===== src/rtl/ifu_icache_refill.sv =====
// ---------------------------------------------------------------------------
// ifu_icache_refill
//
// Miss-refill engine for the 2-way, 32KB instruction cache. The cache has
// 512 sets, and each 256-bit line is split into two 128-bit banks.
//
// Behaviour:
//   - Accepts one miss at a time.
//   - Issues a single line read to the bus.
//   - Writes the two returned beats into bank 0 and bank 1 of the victim way.
//   - Writes the tag (with valid) together with the final beat only. A line
//     that is only partly written can therefore never hit.
//
// Optional feature (macro ICACHE_REFILL_BYPASS_EN):
//   When defined, byp_valid/byp_bank/byp_data forward every beat that is
//   being written. Fetch can then use the data without re-reading the array.
//   When not defined, those ports are absent.
//
// Ports:
//   clk, rst            clock, synchronous active-high reset
//   miss_req/addr/way   miss request from lookup (line address [31:5], victim way)
//   miss_ready          engine idle; miss taken on miss_req & miss_ready
//   kill                abort current refill (pipeline flush)
//   mem_req_*           line read request to bus (valid/ready handshake)
//   mem_resp_*          beats from bus (no backpressure, beat0 then beat1)
//   dary_*              data array write port (way, bank, index, data)
//   tag_*               tag/valid array write port
//   refill_done         one-cycle pulse after the line is installed
//   byp_*               (optional) beat forwarding to fetch
// ---------------------------------------------------------------------------
module ifu_icache_refill #(
    parameter int TAG_W  = 18,
    parameter int IDX_W  = 9,
    parameter int BEAT_W = 128
) (
    input  logic                   clk,
    input  logic                   rst,

    input  logic                   miss_req,
    input  logic [TAG_W+IDX_W-1:0] miss_addr,
    input  logic                   miss_way,
    output logic                   miss_ready,
    input  logic                   kill,

    output logic                   mem_req_valid,
    output logic [TAG_W+IDX_W-1:0] mem_req_addr,
    input  logic                   mem_req_ready,
    input  logic                   mem_resp_valid,
    input  logic [BEAT_W-1:0]      mem_resp_data,

    output logic                   dary_wen,
    output logic                   dary_way,
    output logic                   dary_bank,
    output logic [IDX_W-1:0]       dary_idx,
    output logic [BEAT_W-1:0]      dary_wdata,

    output logic                   tag_wen,
    output logic                   tag_way,
    output logic [IDX_W-1:0]       tag_idx,
    output logic [TAG_W-1:0]       tag_wdata,

`ifdef ICACHE_REFILL_BYPASS_EN
    output logic                   byp_valid,
    output logic                   byp_bank,
    output logic [BEAT_W-1:0]      byp_data,
`endif

    output logic                   refill_done
);

    localparam int LADDR_W = TAG_W + IDX_W;

    typedef enum logic [2:0] {
        S_IDLE,
        S_REQ,
        S_BEAT0,
        S_BEAT1,
        S_DRAIN0,   // both beats still owed by the bus, discard them
        S_DRAIN1    // one beat still owed by the bus, discard it
    } state_t;

    state_t               state_q, state_d;
    logic [LADDR_W-1:0]   addr_q,  addr_d;
    logic                 way_q,   way_d;
    logic                 done_q,  done_d;

    logic                 wen_c;
    logic                 bank_c;
    logic                 tag_wen_c;
    logic                 req_valid_c;
    logic                 ready_c;

    // ------------------------------------------------------------------
    // State register
    // ------------------------------------------------------------------
    always_ff @(posedge clk) begin
        if (rst) begin
            state_q <= S_IDLE;
            addr_q  <= '0;
            way_q   <= 1'b0;
            done_q  <= 1'b0;
        end else begin
            state_q <= state_d;
            addr_q  <= addr_d;
            way_q   <= way_d;
            done_q  <= done_d;
        end
    end

    // ------------------------------------------------------------------
    // Next state and outputs
    // ------------------------------------------------------------------
    always_comb begin
        state_d     = state_q;
        addr_d      = addr_q;
        way_d       = way_q;
        done_d      = 1'b0;
        wen_c       = 1'b0;
        bank_c      = 1'b0;
        tag_wen_c   = 1'b0;
        req_valid_c = 1'b0;
        ready_c     = 1'b0;

        case (state_q)
            S_IDLE: begin
                // The done pulse cycle still belongs to the old refill.
                // A new miss is taken from the following cycle.
                ready_c = ~done_q;
                if (miss_req && ready_c && !kill) begin
                    addr_d  = miss_addr;
                    way_d   = miss_way;
                    state_d = S_REQ;
                end
            end

            S_REQ: begin
                req_valid_c = 1'b1;
                if (kill) begin
                    // If the handshake happens in the kill cycle, the bus
                    // owes us the full line, so it must be drained.
                    state_d = mem_req_ready ? S_DRAIN0 : S_IDLE;
                end else if (mem_req_ready) begin
                    state_d = S_BEAT0;
                end
            end

            S_BEAT0: begin
                if (kill) begin
                    state_d = mem_resp_valid ? S_DRAIN1 : S_DRAIN0;
                end else if (mem_resp_valid) begin
                    wen_c   = 1'b1;
                    state_d = S_BEAT1;
                end
            end

            S_BEAT1: begin
                if (kill) begin
                    // A beat arriving in the kill cycle is the last one owed.
                    state_d = mem_resp_valid ? S_IDLE : S_DRAIN1;
                end else if (mem_resp_valid) begin
                    wen_c     = 1'b1;
                    bank_c    = 1'b1;
                    tag_wen_c = 1'b1;
                    done_d    = 1'b1;
                    state_d   = S_IDLE;
                end
            end

            S_DRAIN0: begin
                if (mem_resp_valid) begin
                    state_d = S_DRAIN1;
                end
            end

            S_DRAIN1: begin
                if (mem_resp_valid) begin
                    state_d = S_IDLE;
                end
            end

            default: begin
                state_d = S_IDLE;
            end
        endcase
    end

    // ------------------------------------------------------------------
    // Output mapping. Index and tag come from the registered line address.
    // Write data is forced to zero when no write happens, so the data port
    // stays quiet outside beat writes.
    // ------------------------------------------------------------------
    assign miss_ready    = ready_c;
    assign mem_req_valid = req_valid_c;
    assign mem_req_addr  = addr_q;

    assign dary_wen      = wen_c;
    assign dary_way      = way_q;
    assign dary_bank     = bank_c;
    assign dary_idx      = addr_q[IDX_W-1:0];
    assign dary_wdata    = wen_c ? mem_resp_data : '0;

    assign tag_wen       = tag_wen_c;
    assign tag_way       = way_q;
    assign tag_idx       = addr_q[IDX_W-1:0];
    assign tag_wdata     = addr_q[LADDR_W-1:IDX_W];

    assign refill_done   = done_q;

`ifdef ICACHE_REFILL_BYPASS_EN
    assign byp_valid     = wen_c;
    assign byp_bank      = bank_c;
    assign byp_data      = dary_wdata;
`endif

endmodule


===== config.mk =====
export PLATFORM = sky130hd
export DESIGN_NAME = ifu_icache_refill
export DESIGN_NICKNAME = d
export VERILOG_FILES = /design/src/rtl/ifu_icache_refill.sv
export SDC_FILE = /design/constraint.sdc
export NUM_CORES = 1
export LEC_CHECK = 0
export ABC_AREA = 1
export CAP_MARGIN = 20
export CORE_AREA = 2 2 140 142
export CTS_CLUSTER_DIAMETER = 60
export DETAILED_ROUTE_END_ITERATION = 6
export DIE_AREA = 0 0 142 144
export SLEW_MARGIN = 20
export SYNTH_ARGS = -nofsm -noshare
export SYNTH_HDL_FRONTEND = slang
export SYNTH_SLANG_ARGS = --single-unit
export TNS_END_PERCENT = 1

===== constraint.sdc =====
create_clock -name clk -period 1.5 [get_ports clk]
set_input_delay 0.225 -clock clk [delete_from_list [all_inputs] [get_ports clk]]
set_output_delay 0.225 -clock clk [all_outputs]
set_load 0.02 [all_outputs]

==> results of run 1 <==
==> synthesized netlist by cell type <==
cell type	number	share of area, %
inv_1	133	14
nor2_4	101	32
nor2_1	96	10
buf_4	38	8.1
dfxtp_1	32	18
o21ai_0	26	3.7
nand2_1	16	1.7
buf_12	10	5.7
nand3_1	7	1.0
inv_2	6	0.64
clkbuf_1	5	0.54
buf_2	3	0.43
o21ai_1	3	0.43
buf_6	2	0.64
nor2_2	2	0.36
a21oi_1	1	0.14
clkbuf_2	1	0.14
clkbuf_4	1	0.21
nand2_2	1	0.18
nand4_1	1	0.18
nor3_1	1	0.14
nor3_4	1	0.46
==> sequential cells by signal, summed over array words and instances (netlist names) <==
| signal | cells |
|---|---|
| mem_req_addr | 27 |
| state_q | 3 |
| dary_way | 1 |
| refill_done | 1 |
==> worst paths after layout <==
path | startpoint | endpoint | slack, ns | cells after the start
setup / recovery | kill | dary_wdata[94] | -0.43 | 7
hold / removal | mem_resp_valid | state_q[2] | 0.47 | 5
setup reg to reg | state_q[1] | mem_req_addr[11] | 0.14 | 10
hold reg to reg | mem_req_addr[26] | mem_req_addr[26] | 0.54 | 2
==> cell type report <==
class                           count  area share [%]
Timing Repair Buffer              393            51.7
Sequential cell                    32            8.56
Timing Repair inverter              1           0.117
Inverter                          139            7.31
Tap cell                          238            3.97
Clock buffer                        7            2.04
Multi-Input combinational cell    256            26.2
Antenna cell                        2          0.0668
==> critical path: cells and delay by family <==
family / cells / cell delay [ns]
and+or+nand+nor: 2 / 0.35
buffers and inverters: 5 / 1.13
==> logic make-up (layout without fill, tap and decap cells) <==
logic type,after synthesis,count (layout),share of synthesized area (%)
and+or+nand+nor,226,226,46.8
buffers and inverters,199,540,30.7
DFF,32,32,18.3
AOI/OAI and AO/OA,30,30,4.28
other,0,2,0
==> power breakdown <==
| group | total, mW | leakage, nW | switching, mW | internal, mW |
|---|---|---|---|---|
| Clock | 1.06 | 0.0760 | 0.362 | 0.696 |
| Combinational | 3.62 | 3.74 | 1.95 | 1.67 |
| Sequential | 1.21 | 0.263 | 0.163 | 1.05 |
| Total | 5.89 | 4.08 | 2.47 | 3.42 |
==> per-stage QoR <==
step / hold WS (ns) / utilization [%] / std cells / area [sq um]
after floorplan: 0.294 / - / 487 / 3690
after global placement: 0.509 / 38.5 / 1055 / 7340
after detailed placement: 0.525 / 38.5 / 1055 / 7340
after CTS: 0.523 / 39.9 / 1062 / 7610
after global routing: 0.503 / 39.3 / 1068 / 7490
final: 0.471 / 39.3 / 1068 / 7490
==> layer usage <==
layer / vias to the layer above / part of all wire [%]
li1: 1996 / -
met1: 1675 / 40
met2: 194 / 53
met3: 8 / 7.0
met4: 0 / 0.72
met5: - / 0
==> repair_timing <==
item,CTS,global route
gates resized for setup,416,301
buffers inserted,0,1
gates cloned,0,3
setup endpoints to repair,161,194
hold buffers,0,0
pin swaps,1,2
==> metrics.cfg, run 1 <==
[logic_synthesis]
syn_nets=649
synth_seq_cells=32
netlist_instances=487
netlist_area_sq_um=3510
yosys_warnings=0
synthDistinctLibCells=22
synth.yosys.seq_area_share_pct=18.3
avgSynthCellArea_sq_um=7.20

[grt]
grtUsageTotal_pct=12.5
grt_busiest_layer=met2
antenna_found_initial=2
grt_max_degree=31
gr-usage-met1_pct=14.8
grt_use_met2_pct=22.6
first_global_vias=3613
globalRouteMet3Util_pct=2.91
grt_pass1_wl_microns=19900
overflow=0

[sta]
max_slew.worst_pin.slew_ns=0.242
min_period_over_period_pct=129
timing.fmax_mhz=517
finalHoldViolCount=0
rsz0062_at_grt=yes
relSlewSlack_pct=83.8
setup_ws_ns=-0.433
skew_ns=0.00469
period_needed_ns=1.93
finalSetupViolations=130
report.final.slew_viol_count=0
setup_tns_ns=-42.68

[layout]
drive_above_1_share_pct=37.7
n_fill_cell=2028
fin_nets=990
layout_commonest_cell=clkdlybuf4s50_1
synthToLayoutAreaGrowth_pct=114
ff_latch_area_sq_um=642
multi_input_area_sq_um=1970
mostFrequentLayoutCells=clkdlybuf4s50_1 (170), inv_1 (132), nor2_4 (124), buf_4 (84), nor2_1 (71)

[placed_design]
dp_slack_ns=-0.918
dpl.hpwl_microns=12100
port_buffers=360
place.gp.congestion=0.789

[setup_path]
crit_chain=clkdlybuf4s50_1 -> nor3_4 -> buf_4 -> inv_6 -> buf_16 -> nor2_4 -> clkdlybuf4s15_2
cpPeakStageDelay_ns=0.47
crit_path_top_delay_cell=clkdlybuf4s50_1
end_kind=output pin
crit_path_max_fanout=11
worstPathRequired_ns=1.27
critical_path_class=in -> out
worstSetupStartpointType=input port
worstPathArrival_ns=1.71

[clocking]
cts_buffer_depth=2
cts_tree=built
cts.sinks=32
htreeDepth=2
cts-root-buf=clkbuf_16
worst_skew_pair.late_latency_ns=0.28
cts-buffers-inserted=5
clk_pin_slew_ns=0.05

[power]
power_density_nw_per_um2=786
total_power_mw=5.89
ir_worst_vdd_uv=583
p_leak_nw=4.08

[status]
violations=setup timing
status=complete, but fails checks

[floorplan]
dieArea_sq_um=20400
pin_count=361
core_sq_um=19100
die_height_microns=144
die_w_microns=142
start_util_pct=18.4
num_rows=51

[routing]
ant_nets=0
drcViolationCount=0
first_pass_iters=4
wl_microns=14300
viasPerCell=3.63
drt_iter0_markers=89
post_drt_wl_per_cell_microns=13.4
via_count=3873

[worst_hold_path]
hold_class=in -> reg

[job]
drv_cap=0

Power figures use the tool's default switching activity.
==> inputs of run 2 (changes only) <==
- ABC_CLOCK_PERIOD_IN_PS: unset -> 1500
- MAX_ROUTING_LAYER: unset -> met4
==> run 2 against run 1 <==
The flow still finishes with violations (setup timing); count of clock-buffer cells in the layout did not move; die area did not move; critical path depth did not move; core utilization did not move; wire length rose by 0.32%; combinational power barely moved; non-clock buffer count did not move; via count rose by 0.44%; first-iteration DRC count rose by 2.2%; cell count did not move; global-route usage rose by 0.35 points; clock skew barely moved; critical path type unchanged.
==> metrics.cfg, run 2 (synthesis gave the netlist of run 1 again) <==
[setup_path]
crit_path_top_delay_cell=clkdlybuf4s50_1
worstPathArrival_ns=1.71  ; about the same
crit_path_max_fanout=11  ; unchanged
reg2regPathDepth=10  ; unchanged
worstPathRequired_ns=1.27  ; about the same
critical_path_class=in -> out
cpPeakStageDelay_ns=0.47  ; about the same
crit_chain=clkdlybuf4s50_1 -> nor3_4 -> buf_4 -> inv_6 -> buf_16 -> nor2_4 -> clkdlybuf4s15_2
worstSetupStartpointType=input port
end_kind=output pin

[layout]
largest_register_ffs=27  ; unchanged
synthToLayoutAreaGrowth_pct=114  ; unchanged
n_fill_cell=2028  ; unchanged
mostFrequentLayoutCells=clkdlybuf4s50_1 (170), inv_1 (132), nor2_4 (124), buf_4 (84), nor2_1 (71)
drive_above_1_share_pct=37.7  ; unchanged
stdcell_area_sq_um=7490  ; unchanged
fin_nets=990  ; unchanged
layout_commonest_cell=clkdlybuf4s50_1

[routing]
drcViolationCount=0  ; unchanged
drt_iter0_markers=91  ; +2.2%
viasPerCell=3.64  ; +0.44%
met1_length_microns=5810  ; +2.2%
wl_microns=14300  ; +0.32%
post_drt_wl_per_cell_microns=13.4  ; +0.32%
wl_met3_microns=917  ; -7.9%
highest_layer=met4
met2_length_microns=7500  ; about the same
first_pass_iters=4  ; unchanged
via_count=3890  ; +0.44%
ant_nets=0  ; unchanged

[sta]
period_needed_ns=1.93  ; +0.00125 ns
finalHoldViolCount=0  ; unchanged
report.final.slew_viol_count=0  ; unchanged
skew_ns=0.00478  ; +0.0000839 ns
relSlewSlack_pct=83.4  ; -0.44 points
timing.fmax_mhz=517  ; about the same
rsz0062_at_grt=yes
max_slew.worst_pin.slew_ns=0.250  ; +0.00793 ns
finalSetupViolations=130  ; unchanged
hold_slack_ns=0.470  ; -0.000454 ns
setup_ws_ns=-0.434  ; -0.00125 ns
min_period_over_period_pct=129  ; about the same

[worst_hold_path]
hold_depth=5  ; unchanged
hold_class=in -> reg

[clocking]
cts-buffers-inserted=5  ; unchanged
cts_tree=built
clk_pin_slew_ns=0.05  ; about the same
cts_buffer_depth=2  ; unchanged
cts.sinks=32  ; unchanged
worst_skew_pair.late_latency_ns=0.28  ; about the same
htreeDepth=2  ; unchanged
cts-root-buf=clkbuf_16

[status]
status=complete, but fails checks
violations=setup timing

[floorplan]
dieArea_sq_um=20400  ; unchanged
pin_count=361  ; unchanged
num_rows=51  ; unchanged
die_height_microns=144  ; unchanged
die_w_microns=142  ; unchanged
core_sq_um=19100  ; unchanged
start_util_pct=18.4  ; unchanged

[power]
p_leak_nw=4.08  ; unchanged
ir_worst_vdd_uv=583  ; about the same
power_density_nw_per_um2=786  ; about the same

[placed_design]
port_buffers=360  ; unchanged
place_area_sq_um=7340  ; unchanged
dpl.hpwl_microns=12100  ; unchanged
place.gp.congestion=0.801  ; +1.4%

[grt]
first_global_vias=3626  ; +0.36%
grtUsageTotal_pct=12.9  ; +0.35 points
grt_max_degree=31  ; unchanged
grt_pass1_wl_microns=19800  ; -0.24%
antenna_found_initial=2  ; unchanged
overflow=0  ; unchanged

[job]
drv_cap=0  ; unchanged

-- run 2: cell counts in the layout (fill, tap and decap cells not counted) --
No cell type changed its count.
-- run 2: worst paths after layout --
check	slack [ns]	end	from
setup / recovery	-0.43	dary_wdata[94]	kill
hold / removal	0.47	state_q[2]	mem_resp_valid
setup reg to reg	0.14	mem_req_addr[21]	state_q[1]
hold reg to reg	0.54	mem_req_addr[26]	mem_req_addr[26]
-- run 2: per-layer routing --
metal / vias up / track usage (%)
met2: 193 / 22.6
met3: 7 / 2.38
met4: 0 / 3.63
li1: 1996 / -
met1: 1694 / 15.1
met5: - / -
-- run 2: power breakdown --
group	switching (mW)	internal (mW)	leakage, nW
Sequential	0.165	1.05	0.263
Clock	0.363	0.696	0.0760
Combinational	1.95	1.67	3.74
-- run 2: area by class of cell --
| type | count | area (sq um) | share of cell area (%) |
|---|---|---|---|
| multi-input combinational | 256 | 1970 | 26.2 |
| tap | 238 | 298 | 3.97 |
| timing repair buffer | 393 | 3870 | 51.7 |
| sequential | 32 | 642 | 8.56 |
| antenna | 2 | 5.00 | 0.0668 |
| timing repair inverter | 1 | 8.76 | 0.117 |
| clock buffer | 7 | 153 | 2.04 |
| inverter | 139 | 548 | 7.31 |
-- run 2: critical path, delay by kind of cell --
kind	cells	cell delay, ns
buf+inv	5	1.14
simple gates	2	0.35
-- run 2: what timing repair did --
item                                    in CTS  in global routing
hold buffers                                 0                  0
pin swaps                                    1                  2
buffers inserted                             0                  1
endpoints found under the setup margin     161                194
cloned                                       0                  3
resized for setup                          416                301
-- run 2: through the flow --
step	power [mW]	instances	worst slack, ns	setup TNS, ns	util, %
6_report	5.89	1068	-0.434	-42.79	39.3
3_5_place_dp	4.93	1055	-0.918	-116.31	38.5
5_1_grt	6.23	1068	-0.517	-52.91	39.3
4_1_cts	5.86	1062	-0.547	-64.81	39.9
2_1_floorplan	3.36	487	-0.152	-18.15	-
3_3_place_gp	4.92	1055	-0.891	-115.61	38.5
